## config.mk

```make
export PLATFORM = sky130hd
export DESIGN_NAME = riscv_v_reduct_fold_seq
export DESIGN_NICKNAME = d
export VERILOG_FILES = /design/src/rtl/riscv_pkg.sv /design/src/rtl/riscv_v_pkg.sv /design/src/rtl/riscv_v_reduct_fold_stage.sv /design/src/rtl/riscv_v_reduct_fold_seq.sv
export SDC_FILE = /design/constraint.sdc
export NUM_CORES = 1
export LEC_CHECK = 0
export ABC_AREA = 0
export CAP_MARGIN = 40
export CORE_MARGIN = 10
export CORE_UTILIZATION = 35
export CTS_BUF_LIST = sky130_fd_sc_hd__clkbuf_2 sky130_fd_sc_hd__clkbuf_4 sky130_fd_sc_hd__clkbuf_8
export DETAILED_ROUTE_END_ITERATION = 6
export PLACE_DENSITY_LB_ADDON = 0.1
export SLEW_MARGIN = 5
export SYNTH_ARGS = -nofsm -noshare
export SYNTH_HDL_FRONTEND = slang
export SYNTH_SLANG_ARGS = --single-unit
export TNS_END_PERCENT = 20
```

## constraint.sdc

```tcl
create_clock -name clk -period 9.2 [get_ports clk]
set_clock_uncertainty 0.2 [all_clocks]
set_input_delay 1.84 -clock clk [delete_from_list [all_inputs] [get_ports clk]]
set_output_delay 1.84 -clock clk [all_outputs]
set_load 0.02 [all_outputs]
```

## src/rtl/riscv_pkg.sv

```systemverilog
// rtl/riscv_pkg.sv - scalar core constants shared with the vector unit
package riscv_pkg;

  localparam int BYTE_WIDTH = 8;

endpackage

```

## src/rtl/riscv_v_pkg.sv

```systemverilog
// rtl/riscv_v_pkg.sv - vector reduction types, element sizes and bytewise op helpers
package riscv_v_pkg;

  import riscv_pkg::*;

  localparam int RISCV_V_NUM_BYTES_DATA = 16;

  typedef logic [RISCV_V_NUM_BYTES_DATA-1:0][BYTE_WIDTH-1:0] riscv_v_src_byte_vector_t;

  typedef enum logic [1:0] {
    REDUCT_AND = 2'd0,
    REDUCT_OR  = 2'd1,
    REDUCT_XOR = 2'd2
  } reduct_op_t;

  typedef enum logic [1:0] {
    OSIZE_8  = 2'd0,
    OSIZE_16 = 2'd1,
    OSIZE_32 = 2'd2,
    OSIZE_64 = 2'd3
  } osize_t;

  typedef enum logic [1:0] {
    ST_IDLE  = 2'd0,
    ST_ACCUM = 2'd1,
    ST_FOLD  = 2'd2,
    ST_DONE  = 2'd3
  } fold_state_e;

  function automatic logic [3:0] osize_bytes(input osize_t s);
    case (s)
      OSIZE_8:  return 4'd1;
      OSIZE_16: return 4'd2;
      OSIZE_32: return 4'd4;
      default:  return 4'd8;
    endcase
  endfunction

  // Value a masked-off byte takes so it cannot disturb the reduction.
  function automatic logic [BYTE_WIDTH-1:0] reduct_identity(input reduct_op_t op);
    return (op == REDUCT_AND) ? {BYTE_WIDTH{1'b1}} : {BYTE_WIDTH{1'b0}};
  endfunction

  function automatic logic [BYTE_WIDTH-1:0] reduct_apply(input reduct_op_t op,
                                                         input logic [BYTE_WIDTH-1:0] a,
                                                         input logic [BYTE_WIDTH-1:0] b);
    case (op)
      REDUCT_AND: return a & b;
      REDUCT_OR:  return a | b;
      default:    return a ^ b;
    endcase
  endfunction

endpackage

```

## src/rtl/riscv_v_reduct_fold_stage.sv

```systemverilog
// rtl/riscv_v_reduct_fold_stage.sv - combines the two halves of the active byte window
module riscv_v_reduct_fold_stage
  import riscv_pkg::*;
  import riscv_v_pkg::*;
#(
  parameter int N = 16
) (
  input  logic [N-1:0][BYTE_WIDTH-1:0]   data_i,
  input  reduct_op_t                     op_i,
  input  logic [$clog2(N):0]             width_i,
  output logic [N/2-1:0][BYTE_WIDTH-1:0] result_o
);

  localparam int LW = $clog2(N);

  logic [LW:0] half;

  assign half = width_i >> 1;

  // Byte i pairs with byte i+half; bytes beyond the new window are cleared.
  always_comb begin
    for (int i = 0; i < N/2; i++) begin
      if ((LW+1)'(i) < half) begin
        result_o[i] = reduct_apply(op_i, data_i[i], data_i[LW'(i) + half[LW-1:0]]);
      end else begin
        result_o[i] = '0;
      end
    end
  end

endmodule

```

## src/rtl/riscv_v_reduct_fold_seq.sv

```systemverilog
// rtl/riscv_v_reduct_fold_seq.sv - accumulates AND/OR/XOR result beats and folds them to one scalar
module riscv_v_reduct_fold_seq
  import riscv_pkg::*;
  import riscv_v_pkg::*;
#(
  parameter int NUM_BYTES = RISCV_V_NUM_BYTES_DATA
) (
  input  logic                                clk,
  input  logic                                rst,
  input  logic                                in_valid,
  output logic                                in_ready,
  input  logic                                in_last,
  input  logic [NUM_BYTES-1:0][BYTE_WIDTH-1:0] in_data,
  input  logic [NUM_BYTES-1:0]                in_byte_valid,
  input  reduct_op_t                          op,
  input  osize_t                              osize,
  output logic                                out_valid,
  input  logic                                out_ready,
  output logic [63:0]                         out_data,
  output logic                                busy
);

  localparam int WW = $clog2(NUM_BYTES) + 1;
  localparam int CW = $clog2(2*NUM_BYTES) + 1;

  fold_state_e                          state_q, state_d;
  logic [NUM_BYTES-1:0][BYTE_WIDTH-1:0] acc_q, acc_d;
  reduct_op_t                           op_q, op_d;
  osize_t                               osize_q, osize_d;
  logic [WW-1:0]                        width_q, width_d;

  logic                                   accept;
  logic                                   first_beat;
  logic                                   fold_last;
  reduct_op_t                             op_eff;
  logic [NUM_BYTES-1:0][BYTE_WIDTH-1:0]   masked;
  logic [NUM_BYTES-1:0][BYTE_WIDTH-1:0]   combined;
  logic [NUM_BYTES/2-1:0][BYTE_WIDTH-1:0] folded;
  logic [63:0]                            acc_lo;
  logic [63:0]                            result;

  assign accept     = in_valid & in_ready;
  assign first_beat = (state_q == ST_IDLE);
  assign op_eff     = first_beat ? op : op_q;
  assign fold_last  = (width_q >> 1) == WW'(osize_bytes(osize_q));

  always_comb begin
    for (int i = 0; i < NUM_BYTES; i++) begin
      masked[i] = in_byte_valid[i] ? in_data[i] : reduct_identity(op_eff);
    end
  end

  // Beat combine reuses the fold stage over {beat, acc} with a full-width window.
  riscv_v_reduct_fold_stage #(.N(2*NUM_BYTES)) u_combine (
    .data_i   ({masked, acc_q}),
    .op_i     (op_q),
    .width_i  (CW'(2*NUM_BYTES)),
    .result_o (combined)
  );

  riscv_v_reduct_fold_stage #(.N(NUM_BYTES)) u_fold (
    .data_i   (acc_q),
    .op_i     (op_q),
    .width_i  (width_q),
    .result_o (folded)
  );

  always_ff @(posedge clk) begin
    if (rst) begin
      state_q <= ST_IDLE;
    end else begin
      state_q <= state_d;
    end
  end

  always_comb begin
    state_d = state_q;
    case (state_q)
      ST_IDLE: begin
        if (accept) state_d = in_last ? ST_FOLD : ST_ACCUM;
      end
      ST_ACCUM: begin
        if (accept && in_last) state_d = ST_FOLD;
      end
      ST_FOLD: begin
        if (fold_last) state_d = ST_DONE;
      end
      default: begin
        if (out_ready) state_d = ST_IDLE;
      end
    endcase
  end

  assign acc_lo = acc_q[7:0];

  always_comb begin
    case (osize_q)
      OSIZE_8:  result = {56'd0, acc_lo[7:0]};
      OSIZE_16: result = {48'd0, acc_lo[15:0]};
      OSIZE_32: result = {32'd0, acc_lo[31:0]};
      default:  result = acc_lo;
    endcase
  end

  always_comb begin
    in_ready  = (state_q == ST_IDLE) || (state_q == ST_ACCUM);
    busy      = (state_q != ST_IDLE);
    out_valid = (state_q == ST_DONE);
    out_data  = out_valid ? result : 64'd0;
  end

  always_comb begin
    acc_d   = acc_q;
    op_d    = op_q;
    osize_d = osize_q;
    width_d = width_q;
    case (state_q)
      ST_IDLE, ST_ACCUM: begin
        if (accept) begin
          width_d = WW'(NUM_BYTES);
          if (first_beat) begin
            acc_d   = masked;
            op_d    = op;
            osize_d = osize;
          end else begin
            acc_d = combined;
          end
        end
      end
      ST_FOLD: begin
        acc_d                  = '0;
        acc_d[NUM_BYTES/2-1:0] = folded;
        width_d                = width_q >> 1;
      end
      default: begin
      end
    endcase
  end

  always_ff @(posedge clk) begin
    if (rst) begin
      acc_q   <= '0;
      op_q    <= REDUCT_AND;
      osize_q <= OSIZE_8;
      width_q <= WW'(NUM_BYTES);
    end else begin
      acc_q   <= acc_d;
      op_q    <= op_d;
      osize_q <= osize_d;
      width_q <= width_d;
    end
  end

endmodule

```

==> run_summary.xml <==
<?xml version="1.0" encoding="UTF-8"?>
<metrics>
  <group name="cells_and_area">
    <metric name="nFillCells" unit="">6434</metric>
    <metric name="signed_area_change_from_the_synthesized_netlist_to_the_final_layout" unit="%">14.6</metric>
    <metric name="final_core_utilization" unit="%">40.3</metric>
    <metric name="layout-drive-gt1-share" unit="%">12.3</metric>
    <metric name="final_nets" unit="">3231</metric>
  </group>
  <group name="yosys">
    <metric name="synth_cell_type_count" unit="">56</metric>
    <metric name="yosys_register_bits" unit="">138</metric>
    <metric name="post_synth_xor_area_fraction" unit="%">0.380</metric>
    <metric name="postSynth.topFlopCell" unit="">sky130_fd_sc_hd__dfxtp_1</metric>
    <metric name="number_of_enable_flip_flop_cells_after_synthesis" unit="">0</metric>
    <metric name="async_reset_ff_share" unit="%">0</metric>
    <metric name="leading_area_contributor_after_synthesis" unit="">sky130_fd_sc_hd__ha_1</metric>
    <metric name="synth-simple-area-share" unit="%">10.6</metric>
    <metric name="synth.mux.area_fraction" unit="%">27.4</metric>
    <metric name="postSynthCellCount" unit="">2677</metric>
    <metric name="synth-seq-area-share" unit="%">12.0</metric>
    <metric name="dominant_combinational_cell_family_by_area_after_synthesis" unit="">multiplexers</metric>
    <metric name="netlist_top_cells_count" unit="">334 x sky130_fd_sc_hd__ha_1, 323 x sky130_fd_sc_hd__inv_1, 229 x sky130_fd_sc_hd__a21oi_1</metric>
    <metric name="synth.area.top_cells" unit="">sky130_fd_sc_hd__ha_1 18%, sky130_fd_sc_hd__mux4_2 16%, sky130_fd_sc_hd__dfxtp_1 12%</metric>
    <metric name="synthesis.nets" unit="">3164</metric>
    <metric name="syn-mean-instance-area" unit="sq um">8.61</metric>
    <metric name="synth_compound_gate_area_share" unit="%">21.7</metric>
    <metric name="synth_fa_ha_area_share" unit="%">18.1</metric>
    <metric name="yosysMostFrequentCell" unit="">sky130_fd_sc_hd__ha_1</metric>
    <metric name="synth_largest_type_area_fraction" unit="%">18.1</metric>
    <metric name="synth.cell_area" unit="sq um">23000</metric>
    <metric name="synthesis.yosys.warnings" unit="">0</metric>
  </group>
  <group name="global_route">
    <metric name="globalRouteTotalUtil" unit="%">22.1</metric>
    <metric name="initial_antenna_violation_count" unit="">2</metric>
    <metric name="number_of_global_route_vias_before_repair" unit="">19800</metric>
    <metric name="grt_max_degree" unit="">91</metric>
    <metric name="grt_pass1_wl" unit="um">131000</metric>
    <metric name="grt_remaining_overflow" unit="">0</metric>
  </group>
  <group name="worst_setup_path">
    <metric name="reg_to_reg_critical_path_endpoint" unit="">acc_lo[58]</metric>
    <metric name="startpoint_type" unit="">register</metric>
    <metric name="setup_crit_end" unit="">out_data[36]</metric>
    <metric name="ff2ff_path_depth" unit="">12</metric>
    <metric name="worstSetupEndpointType" unit="">primary output</metric>
    <metric name="r2r_setup_slack" unit="ps">4070</metric>
    <metric name="r2r-start" unit="">width_q[2]</metric>
    <metric name="critical_path.max_fanout" unit="">32</metric>
    <metric name="cp.arrival" unit="ps">3320</metric>
    <metric name="timing.setup.critical_path_class" unit="">register to primary output</metric>
    <metric name="worstPathRequired" unit="ps">7160</metric>
    <metric name="setup.worst_path.start" unit="">state_q[1]</metric>
  </group>
  <group name="floorplanning">
    <metric name="core.rowCount" unit="">94</metric>
    <metric name="coreArea" unit="sq um">65500</metric>
    <metric name="num_io_pins" unit="">220</metric>
    <metric name="dieArea" unit="sq um">76500</metric>
    <metric name="initial_core_util" unit="%">35.2</metric>
    <metric name="die_h" unit="um">277</metric>
    <metric name="die_x" unit="um">277</metric>
  </group>
  <group name="power">
    <metric name="p_leak" unit="nW">10.4</metric>
    <metric name="power.clock.fraction" unit="%">8.4</metric>
    <metric name="max-vdd-ir-drop" unit="V">0.000152</metric>
    <metric name="ratio_of_total_power_to_cell_area" unit="nW/um^2">242</metric>
    <metric name="comb_power_share" unit="%">65.8</metric>
    <metric name="switching_share_of_power" unit="%">54.2</metric>
    <metric name="power.internal" unit="mW">2.93</metric>
    <metric name="power.sequential.fraction" unit="%">25.8</metric>
    <metric name="p_switching" unit="mW">3.46</metric>
  </group>
  <group name="run_status">
    <metric name="outcome" unit="">finished with violations</metric>
    <metric name="failed_checks" unit="">DRC</metric>
  </group>
  <group name="routing">
    <metric name="post-route-drc-count" unit="">2</metric>
    <metric name="avgViaCountPerCell" unit="">5.80</metric>
    <metric name="drt-total-wl" unit="um">87600</metric>
    <metric name="drt.antenna.violating_nets" unit="">0</metric>
    <metric name="drt_iter0_drc" unit="">1876</metric>
    <metric name="firstDrtPassIters" unit="">7</metric>
    <metric name="wl_per_cell" unit="um">24.2</metric>
    <metric name="vias" unit="">21000</metric>
  </group>
  <group name="timing">
    <metric name="slew_viol_final" unit="">0</metric>
    <metric name="fin_crit_sh" unit="%">58.3</metric>
    <metric name="timing_worst_slew_pin_value" unit="ps">927</metric>
    <metric name="layout_setup_ws" unit="ps">3840</metric>
    <metric name="fmax" unit="MHz">186</metric>
    <metric name="post_layout_minimum_cycle_time" unit="ps">5360</metric>
    <metric name="finalSetupTns" unit="ps">0</metric>
    <metric name="rsz_0062_raised_after_global_routing" unit="">false</metric>
    <metric name="report.final.hold_viol_count" unit="">0</metric>
    <metric name="slew_headroom" unit="%">38.2</metric>
    <metric name="setup_violations" unit="">0</metric>
  </group>
  <group name="cts">
    <metric name="cts_setup_buffers" unit="">0</metric>
    <metric name="clock_latency" unit="ps">590</metric>
    <metric name="cts_root_buf" unit="">sky130_fd_sc_hd__clkbuf_8</metric>
    <metric name="clock_tree.buffer_depth" unit="">2</metric>
    <metric name="cts-htree-levels" unit="">4</metric>
    <metric name="tritoncts_num_sinks" unit="">138</metric>
    <metric name="clkTransAtPathRegs" unit="ps">100</metric>
    <metric name="cts_inserted_buffers" unit="">17</metric>
    <metric name="cts-hold-fix-buffers" unit="">0</metric>
    <metric name="post_cts_resize_count" unit="">0</metric>
    <metric name="tritoncts_clock_tree" unit="">built</metric>
  </group>
  <group name="placed_design">
    <metric name="finalWeightedCongestion" unit="">0.927</metric>
    <metric name="io_buffers" unit="">219</metric>
    <metric name="pre_cts_slack" unit="ps">3940</metric>
    <metric name="dpl.hpwl" unit="um">65900</metric>
  </group>
  <group name="hold_path">
    <metric name="worst_hold_path_type" unit="">register to register</metric>
  </group>
  <group name="run">
    <metric name="drv.max_cap_violation_count" unit="">0</metric>
  </group>
</metrics>
==> layer usage <==
metal	vias up	part of all wire, %	track usage, %
li1	9861	-	-
met1	10300	44	28.8
met2	765	47	36.3
met3	99	6.2	3.76
met4	0	3.0	7.40
met5	-	0	0
==> power groups by stage <==
| stage | combinational (mW) | sequential (mW) | clock [mW] |
|---|---|---|---|
| global route | 4.68 | 1.69 | 0.567 |
| global placement | 3.94 | 1.64 | 0 |
| floorplan | 3.07 | 1.21 | 0 |
| CTS | 4.20 | 1.64 | 0.559 |
| finish | 4.20 | 1.65 | 0.535 |
| detailed placement | 4.18 | 1.65 | 0 |
==> sequential cells by signal (all words and copies together), names as in the netlist <==
register	cells
op_q	2
width_q	4
state_q	2
acc_lo	64
osize_q	2
acc_q	64
==> critical path, cell delays in order (launching register included) <==
cell                              delay, ps
sky130_fd_sc_hd__dfxtp_1                420
sky130_fd_sc_hd__ha_1                   720
sky130_fd_sc_hd__and3_1                 260
sky130_fd_sc_hd__buf_4                  360
sky130_fd_sc_hd__and2_1                 300
sky130_fd_sc_hd__clkdlybuf4s50_1        650
==> worst min-delay path by stage <==
stage | start | to | slack, ps | cells after the start
after floorplan | osize_q[0] | osize_q[0] | 270 | 2
after global placement | osize_q[0] | osize_q[0] | 300 | 2
after detailed placement | osize_q[0] | osize_q[0] | 300 | 2
after CTS | osize_q[0] | osize_q[0] | 320 | 2
after global routing | state_q[1] | state_q[1] | 350 | 2
final | osize_q[0] | osize_q[0] | 320 | 2
==> cell families (layout without fill, tap and decap cells) <==
| kind of cell | Yosys count | count (layout) |
|---|---|---|
| multiplexers | 332 | 332 |
| AO/OA/AOI/OAI | 762 | 762 |
| buffers and inverters | 557 | 637 |
| adder cells (fa/ha/maj) | 334 | 334 |
| XOR/XNOR | 10 | 10 |
| AND/OR/NAND/NOR | 544 | 544 |
| other | 0 | 2 |
| flip-flops | 138 | 138 |
==> cells in the final DEF (no fill, tap or decap), drive strengths merged, types with 66 or more instances in the layout <==
cell type	netlist	final
mux2i	142	142
dfxtp	138	138
o21ai	155	155
a211oi	158	158
a22o	66	66
clkdlybuf4s50	0	219
nor2	159	159
a21oi	229	229
and2	74	74
mux4	184	184
inv	325	327
ha	334	334
nand2	222	222
==> per-stage QoR <==
| step | hold slack (ps) | power (mW) | cells | cell area [sq um] |
|---|---|---|---|---|
| final | 323 | 6.39 | 3623 | 26400 |
| after global routing | 345 | 6.94 | 3623 | 26400 |
| after detailed placement | 303 | 5.83 | 3588 | 26000 |
| after CTS | 317 | 6.39 | 3620 | 26400 |
| after floorplan | 271 | 4.28 | 2677 | 23000 |
| after global placement | 295 | 5.58 | 3566 | 25700 |
==> layout make-up <==
type / count / area (sq um) / area share (%)
Multi-Input combinational cell: 1982 / 18100 / 68.5
Timing Repair Buffer: 278 / 2870 / 10.9
Sequential cell: 138 / 2780 / 10.5
Inverter: 327 / 1230 / 4.65
Tap cell: 864 / 1080 / 4.09
Clock buffer: 19 / 249 / 0.943
Clock inverter: 13 / 121 / 0.459
Antenna cell: 2 / 5.00 / 0.0189
No activity file was read; power rests on OpenSTA's default activity.
